File: config.mk
export PLATFORM = sky130hd
export DESIGN_NAME = spi_master
export DESIGN_NICKNAME = d
export VERILOG_FILES = /design/src/rtl/spi_master.sv
export SDC_FILE = /design/constraint.sdc
export NUM_CORES = 1
export LEC_CHECK = 0
export ABC_AREA = 0
export BUFFER_PORTS_ARGS = -buffer_cell sky130_fd_sc_hd__buf_2
export CORE_ASPECT_RATIO = 1.5
export CORE_MARGIN = 2
export CORE_UTILIZATION = 51
export CTS_CLUSTER_SIZE = 8
export DETAILED_ROUTE_END_ITERATION = 16
export HOLD_SLACK_MARGIN = 0.12
export PLACE_DENSITY = 0.78
export SYNTH_ARGS = -nofsm -noshare
export SYNTH_HDL_FRONTEND = slang
export SYNTH_SLANG_ARGS = --single-unit
File: constraint.sdc
create_clock -name clk_i -period 2 [get_ports clk_i]
set_input_delay 0.1 -clock clk_i [delete_from_list [all_inputs] [get_ports clk_i]]
set_output_delay 0.1 -clock clk_i [all_outputs]
set_load 0.03 [all_outputs]
File: src/rtl/spi_master.sv
// -----------------------------------------------------------------------------
// spi_master
//
// SPI mode-0 master (CPOL=0, CPHA=0) that drives one full-duplex frame of
// DATA_WIDTH bits, MSB first, per accepted start request.
//
// Frame timeline, counted in clk cycles from the edge that accepts start_i
// (D = CLK_DIV, W = DATA_WIDTH):
//   edge 0               cs_o falls, mosi_o = tx[W-1], busy_o rises (-> SETUP)
//   edge D               SETUP ends, sclk_o still low (-> XFER)
//   edges 2D .. (2W+1)D  2W sclk toggles, first one rising
//   edge (2W+2)D         HOLD ends: cs_o rises, done_o pulses, rx_data_o loads
//   edge (2W+3)D         GAP ends: busy_o falls (-> IDLE)
//
// Parameters:
//   DATA_WIDTH  frame length in bits (>= 2)
//   CLK_DIV     sclk half-period in clk cycles (>= 2)
//
// Ports:
//   clk_i      system clock, rising edge
//   rst_ni     asynchronous active-low reset
//   start_i    frame request, only looked at in IDLE
//   tx_data_i  frame to send, captured when start_i is accepted
//   rx_data_o  last complete received frame
//   busy_o     high from start acceptance until back in IDLE
//   done_o     one-cycle pulse when rx_data_o updates
//   sclk_o     SPI clock, idles low
//   cs_o       chip select, active low, idles high
//   mosi_o     serial data to the slave
//   miso_i     serial data from the slave
//   abort_i    (only with SPI_MASTER_ABORT_EN) cancel the current frame
//
// Build option:
//   SPI_MASTER_ABORT_EN  adds abort_i. An abort in SETUP, XFER or HOLD drops
//                        sclk/mosi, raises cs and jumps to GAP without a done
//                        pulse and without touching rx_data_o.
// -----------------------------------------------------------------------------
module spi_master #(
    parameter int DATA_WIDTH = 16,
    parameter int CLK_DIV    = 5
) (
    input  logic                  clk_i,
    input  logic                  rst_ni,
`ifdef SPI_MASTER_ABORT_EN
    input  logic                  abort_i,
`endif
    input  logic                  start_i,
    input  logic [DATA_WIDTH-1:0] tx_data_i,
    output logic [DATA_WIDTH-1:0] rx_data_o,
    output logic                  busy_o,
    output logic                  done_o,
    output logic                  sclk_o,
    output logic                  cs_o,
    output logic                  mosi_o,
    input  logic                  miso_i
);

    // Divider counts 0 .. CLK_DIV-1 inside every timed state.
    localparam int DIV_W  = (CLK_DIV > 1) ? $clog2(CLK_DIV) : 1;
    // Edge counter covers the 2*DATA_WIDTH sclk toggles of one frame.
    localparam int EDGE_W = $clog2(2 * DATA_WIDTH);

    localparam logic [DIV_W-1:0]  DIV_LAST  = DIV_W'(CLK_DIV - 1);
    localparam logic [EDGE_W-1:0] EDGE_LAST = EDGE_W'(2 * DATA_WIDTH - 1);

    typedef enum logic [2:0] {
        IDLE,
        SETUP,
        XFER,
        HOLD,
        GAP
    } state_t;

    state_t                  state_q, state_d;
    logic [DIV_W-1:0]        div_q, div_d;
    logic [EDGE_W-1:0]       edge_q, edge_d;
    logic [DATA_WIDTH-1:0]   tx_q, tx_d;        // MSB is the bit on mosi
    logic [DATA_WIDTH-1:0]   rx_q, rx_d;        // receive shift register
    logic [DATA_WIDTH-1:0]   rx_data_q, rx_data_d;
    logic                    sclk_q, sclk_d;
    logic                    cs_q, cs_d;
    logic                    busy_q, busy_d;
    logic                    done_q, done_d;

    logic                    div_last;
    logic                    abort_req;

`ifdef SPI_MASTER_ABORT_EN
    assign abort_req = abort_i;
`else
    assign abort_req = 1'b0;
`endif

    assign div_last = (div_q == DIV_LAST);

    // -------------------------------------------------------------------------
    // Next-state and output logic
    // -------------------------------------------------------------------------
    always_comb begin
        state_d   = state_q;
        div_d     = div_q;
        edge_d    = edge_q;
        tx_d      = tx_q;
        rx_d      = rx_q;
        rx_data_d = rx_data_q;
        sclk_d    = sclk_q;
        cs_d      = cs_q;
        busy_d    = busy_q;
        done_d    = 1'b0;

        case (state_q)
            IDLE: begin
                div_d  = '0;
                edge_d = '0;
                if (start_i) begin
                    // mosi_o is tx_q[MSB], so the first bit is on the wire
                    // together with the falling cs.
                    tx_d    = tx_data_i;
                    cs_d    = 1'b0;
                    busy_d  = 1'b1;
                    state_d = SETUP;
                end
            end

            SETUP: begin
                div_d = div_last ? '0 : div_q + DIV_W'(1);
                if (div_last) begin
                    state_d = XFER;
                end
            end

            XFER: begin
                div_d = div_last ? '0 : div_q + DIV_W'(1);
                if (div_last) begin
                    sclk_d = ~sclk_q;
                    edge_d = edge_q + EDGE_W'(1);
                    if (!sclk_q) begin
                        // Rising edge: sample the slave.
                        rx_d = {rx_q[DATA_WIDTH-2:0], miso_i};
                    end else if (edge_q != EDGE_LAST) begin
                        // Falling edge: present the next bit.
                        tx_d = {tx_q[DATA_WIDTH-2:0], 1'b0};
                    end else begin
                        // Final falling edge: the last bit stays on mosi
                        // through HOLD.
                        edge_d  = '0;
                        state_d = HOLD;
                    end
                end
            end

            HOLD: begin
                div_d = div_last ? '0 : div_q + DIV_W'(1);
                if (div_last) begin
                    cs_d      = 1'b1;
                    tx_d      = '0;
                    rx_data_d = rx_q;
                    done_d    = 1'b1;
                    state_d   = GAP;
                end
            end

            GAP: begin
                div_d = div_last ? '0 : div_q + DIV_W'(1);
                if (div_last) begin
                    busy_d  = 1'b0;
                    state_d = IDLE;
                end
            end

            default: begin
                state_d = IDLE;
            end
        endcase

        // Abort overrides everything the active states decided this cycle,
        // including a pending sclk toggle or the HOLD-exit update.
        if (abort_req && ((state_q == SETUP) || (state_q == XFER) || (state_q == HOLD))) begin
            sclk_d    = 1'b0;
            cs_d      = 1'b1;
            tx_d      = '0;
            div_d     = '0;
            edge_d    = '0;
            rx_data_d = rx_data_q;
            done_d    = 1'b0;
            state_d   = GAP;
        end
    end

    // -------------------------------------------------------------------------
    // State registers
    // -------------------------------------------------------------------------
    always_ff @(posedge clk_i or negedge rst_ni) begin
        if (!rst_ni) begin
            state_q   <= IDLE;
            div_q     <= '0;
            edge_q    <= '0;
            tx_q      <= '0;
            rx_q      <= '0;
            rx_data_q <= '0;
            sclk_q    <= 1'b0;
            cs_q      <= 1'b1;
            busy_q    <= 1'b0;
            done_q    <= 1'b0;
        end else begin
            state_q   <= state_d;
            div_q     <= div_d;
            edge_q    <= edge_d;
            tx_q      <= tx_d;
            rx_q      <= rx_d;
            rx_data_q <= rx_data_d;
            sclk_q    <= sclk_d;
            cs_q      <= cs_d;
            busy_q    <= busy_d;
            done_q    <= done_d;
        end
    end

    assign rx_data_o = rx_data_q;
    assign busy_o    = busy_q;
    assign done_o    = done_q;
    assign sclk_o    = sclk_q;
    assign cs_o      = cs_q;
    assign mosi_o    = tx_q[DATA_WIDTH-1];

endmodule

# ---- Yosys cells after proc, flatten, opt, wreduce, memory -nomap -nowiden
# Index checks and enable logic that the tools add are counted.
dict set report op_classes {
  eq_ne 14
  n_mux 28
  bitwise 1
  reduce_logical 15
  add_sub_neg 2
}
# cell n
set ops {}
lappend ops {{$mux W16} 5}
lappend ops {{$pmux W16 S3} 1}
lappend ops {{$mux W3} 8}
lappend ops {{$ne A2 B2 Y1 const B} 8}
lappend ops {{$mux W5} 3}
lappend ops {{$pmux W3 S5} 1}
lappend ops {{$pmux W5 S2} 1}
lappend ops {{$reduce_and A3 Y1} 3}
lappend ops {{$reduce_bool A2 Y1} 4}
lappend ops {{$reduce_and A7 Y1} 1}
lappend ops {{$eq A3 B2 Y1 const B} 2}
lappend ops {{$eq A3 B3 Y1 const B} 2}
lappend ops {{$mux W1} 6}
lappend ops {{$pmux W3 S2} 1}
lappend ops {{$reduce_and A2 Y1} 3}
lappend ops {{$reduce_and A6 Y1} 1}
lappend ops {{$add A5 B1 Y5 const B} 1}
lappend ops {{$ne A5 B5 Y1 const B} 1}
lappend ops {{$pmux W1 S2} 2}
lappend ops {{$reduce_or A4 Y1} 1}
lappend ops {{$add A3 B1 Y3 const B} 1}
lappend ops {{$eq A3 B1 Y1 const B} 1}
lappend ops {{$logic_not A3 Y1} 1}
lappend ops {{$reduce_bool A3 Y1} 1}
lappend ops {{$not A1 Y1} 1}
dict set report totals {
  inputBits 20
  wordCells 70
  reg_bits 63
}

# ---- Longest topological paths before layout
dict set report depth {
  depth_word 5
  ltp_mapped 7
}

# ---- Worst setup path before layout
# No wires, ideal clock.
dict set report synth_path {
  path_kind {reg2reg}
  startpoint {reg edge_q[0]}
  endpoint {reg tx_q[11]}
  path_slack_ns -0.110
  setup_ns 0.079
  path_buffers 1
  arrival_ns 2.031
  required_ns 1.921
  period_less_slack_ns 2.110
  path_stages_with_launch 8
  path_cell_list {dfrtp_1 ha_1 and3_1 ha_1 nand2b_1 a221oi_4 buf_8 mux2i_1}
}
dict set report synth_between {
  elab_chain_len 3
}
# element line
set synth_lines {}
lappend synth_lines {{start, declared} 76} ;# logic [EDGE_W-1:0] edge_q, edge_d;
lappend synth_lines {{start signal, assigned} 208} ;# edge_q <= edge_d;
lappend synth_lines {{$ne A5 B5 Y1} 140} ;# end else if (edge_q != EDGE_LAST) begin
lappend synth_lines {{$ne A2 B2 Y1 (no source line)} --}
lappend synth_lines {{$reduce_and A6 Y1 (no source line)} --}
lappend synth_lines {{end signal, assigned} 209} ;# tx_q <= tx_d;
lappend synth_lines {{end, declared} 77} ;# logic [DATA_WIDTH-1:0] tx_q, tx_d;
# No other way between the ends.
# A chain may end at the register's enable or synchronous reset.

# ---- Worst setup path in the final report
dict set report layout_path {
  startpoint {reg edge_q[0]}
  endpoint {reg tx_q[13]}
}
# The elaborated chain is that of the path after synthesis.

==> qor.yml <==
skew_ns: 0.00855
critPathMaxFanout: 16
dr.pass1.iters: 4
antenna_found_initial: 0
drt-wirelength-per-cell_um: 15.9
synth.area.top_cells: "dfrtp_1 53%, mux2_2 13%, mux2i_1 5.8%"
synth_edf_count: 0
slew_violations: 0
core.rowCount: 33
muxShareOfSynthArea_pct: 18.4
groute.usage.overall_pct: 21.1
synth-simple-area-share_pct: 11.3
cts_tree: "yes"
via_per_inst: 5.54
ys_ff_latch: 63
placedCellCount: 352
ios: 41
die-area_mm2: 0.00640
routabilityCongestion: 0.825
path_delay_family: "flip-flops"
fin_crit_ns: 1.94
fin_crit_sh_pct: 97.2
power_frac_comb_pct: 3.4
relSlewSlack_pct: 61.1
core_area_mm2: 0.00553
setup_viol: 0
grt_overflow: 0
synthXorXnorAreaFrac_pct: 0.596
ff2ff_path_depth: 7
path_class: "reg2reg"
crit_path_cell_trace: "ha_4, and3_4, ha_4, nand2b_4, a221oi_4, buf_12, mux2i_2"
numPortBuffers: 40
clk_pin_slew_ns: 0.07
antenna_left: 0
cts_buffers: 9
ys_warn_count: 0
fin_util_pct: 67.4
power.internal_mw: 1.97
slowest_delay_ns: 0.43
drt_iter0_drc: 135
drc: 0
worst_setup_path_start_kind: "flip-flop"
crit_slowest_cell: "dfrtp_1"
synthAdderAreaFrac_pct: 1.70
cp_num_buf_inv: 1
grt_max_degree: 27
clock_sinks: 63
swShare_pct: 21.3
hold_violations: 0
switching_power_mw: 0.534
whs_ns: 0.294
synth_most_common_cell: "dfrtp_1"
synthArstFlopShare_pct: 100
synth_top_area_cell: "dfrtp_1"
layout-drive-gt1-share_pct: 36.6
end_kind: "flip-flop"
avgSynthCellArea_um2: 12.1
area_growth_pct: 27.0
status: "completed"
die_w_um: 66.0
layout.cells.non_filler: 387
vias: 2143
ir_drop_uv: 508
p_leak_nw: 1.75
drv_cap: 0
synth_top_family_by_area: "multiplexers"
wl_um: 6150
p_seq_share_pct: 51.2
cts_root_buf: "clkbuf_8"
place_area_mm2: 0.00331
synthDistinctLibCells: 41
syn_area_mm2: 0.00294
syn-num-nets: 266
post-dp-hpwl_um: 3740
final_nets: 336
synth_compound_area_share_pct: 8.99
rsz0062_at_grt: "true"
synthCells: 242
worstSetupPathDepth: 7
hp-class: "in2async"
clk_latency_ns: 0.34
grt_pass1_wl_um: 10200
htree_levels: 3
clock_path_buffers: 2
initial_core_util_pct: 53.1
netlist_top_cells_count: "62 x dfrtp_1, 33 x mux2_2, 21 x a21oi_1, 20 x inv_1, 17 x mux2i_1"
worstPathRequired_ns: 2.25
stdcell_area_mm2: 0.00373
cp_common_cell: "ha_4"
n_antenna_cell: 0
grt_pass1_vias: 2189
die_h_um: 97.0
tightest_slew_ns: 0.584
power_density_mw_per_mm2: 671
cp_data_arrival_time_ns: 2.20
clockPowerShare_pct: 45.3
clock.fmax_mhz: 514
total_power_mw: 2.50
synth_seq_area_share_pct: 53.7
synth_flop_cell: "dfrtp_1"
synth.top_cell.area_share_pct: 52.8
[state kept, by name, summed over array words and instances (netlist names), 3 cells and up]
register   cells
rx_data_o     16
rx_q          16
tx_q          16
edge_q         5
div_q          3
state_q        3
[placed cells by master, fill, tap and decap left out, types with 3 or more instances in the layout]
| master | n |
|---|---|
| clkbuf_8 | 11 |
| o21ai_0 | 9 |
| inv_1 | 20 |
| or2_2 | 3 |
| buf_2 | 40 |
| mux2i_1 | 15 |
| nor4bb_1 | 15 |
| dfrtp_1 | 62 |
| mux2_2 | 33 |
| buf_12 | 3 |
| nor2_1 | 3 |
| a21oi_1 | 21 |
| nand2_1 | 6 |
| nand3_1 | 4 |
| dlygate4sd3_1 | 19 |
| buf_4 | 11 |
[logic make-up (layout without fill, tap and decap cells)]
logic type / count (synthesis) / in the layout
buffers and inverters: 34 / 109
XOR/XNOR: 2 / 2
AND/OR/NAND/NOR: 46 / 46
flip-flops: 63 / 63
adder cells (fa/ha/maj): 4 / 4
AO/OA/AOI/OAI: 43 / 43
multiplexers: 50 / 50
[worst register-to-register path, delay by kind of cell, from the launching register on]
kind	cells	cell delay, ns
flops	1	0.43
fa+ha+maj	2	0.35
compound gates	1	0.33
simple gates	2	0.32
buf+inv	1	0.22
mux	1	0.22
[per-layer routing]
| metal | vias to the layer above | GRT usage [%] | part of all wire [%] |
|---|---|---|---|
| met1 | 1075 | 25.5 | 43 |
| met4 | 0 | 13.2 | 3.0 |
| met3 | 20 | 4.88 | 3.8 |
| li1 | 1001 | - | - |
| met5 | - | 0 | 0 |
| met2 | 47 | 33.2 | 50 |
[stage by stage]
step	TNS [ns]	setup WS (ns)
finish	0	0.0562
global route	-0.0784	-0.0284
CTS	0	0.0203
detailed placement	0	0.0391
global placement	0	0.0893
floorplan	0	0.0000107
[power groups by stage]
stage / logic, mW / clock network (mW) / registers, mW
2_1_floorplan: 0.00519 / 0 / 1.30
3_3_place_gp: 0.0564 / 0 / 1.30
3_5_place_dp: 0.0573 / 0 / 1.31
4_1_cts: 0.0855 / 1.15 / 1.28
5_1_grt: 0.0958 / 1.21 / 1.28
6_report: 0.0856 / 1.13 / 1.28
[worst paths after layout]
path / start / end / slack [ns]
worst max-delay path: edge_q[0]$_DFFE_PN0P_ / tx_q[13]$_DFFE_PN0P_ / 0.06
worst min-delay path: rst_ni / rx_q[6]$_DFFE_PN0P_ / 0.29
worst max register to register: edge_q[0]$_DFFE_PN0P_ / tx_q[13]$_DFFE_PN0P_ / 0.06
worst min register to register: rx_data_o[12]$_DFFE_PN0P_ / rx_data_o[12]$_DFFE_PN0P_ / 0.50
max in group asynchronous: rst_ni / cs_o$_DFFE_PN1P_ / 1.00
min in group clk_i: rx_data_o[12]$_DFFE_PN0P_ / rx_data_o[12]$_DFFE_PN0P_ / 0.50
[final cells by class]
| class | count | area [um^2] |
|---|---|---|
| tap | 70 | 87.6 |
| timing repair buffer | 73 | 533 |
| fill | 431 | 1800 |
| clock buffer | 13 | 159 |
| clock inverter | 3 | 42.5 |
| inverter | 20 | 75.1 |
| sequential | 63 | 1580 |
| multi-input combinational | 145 | 1250 |
[repair_timing]
action	CTS	global route
hold buffers	19	0
resized for setup	0	6
buffers inserted	0	0
hold endpoints to repair	40	0
setup endpoints to repair	0	17
(Power assumes the default switching activity.)
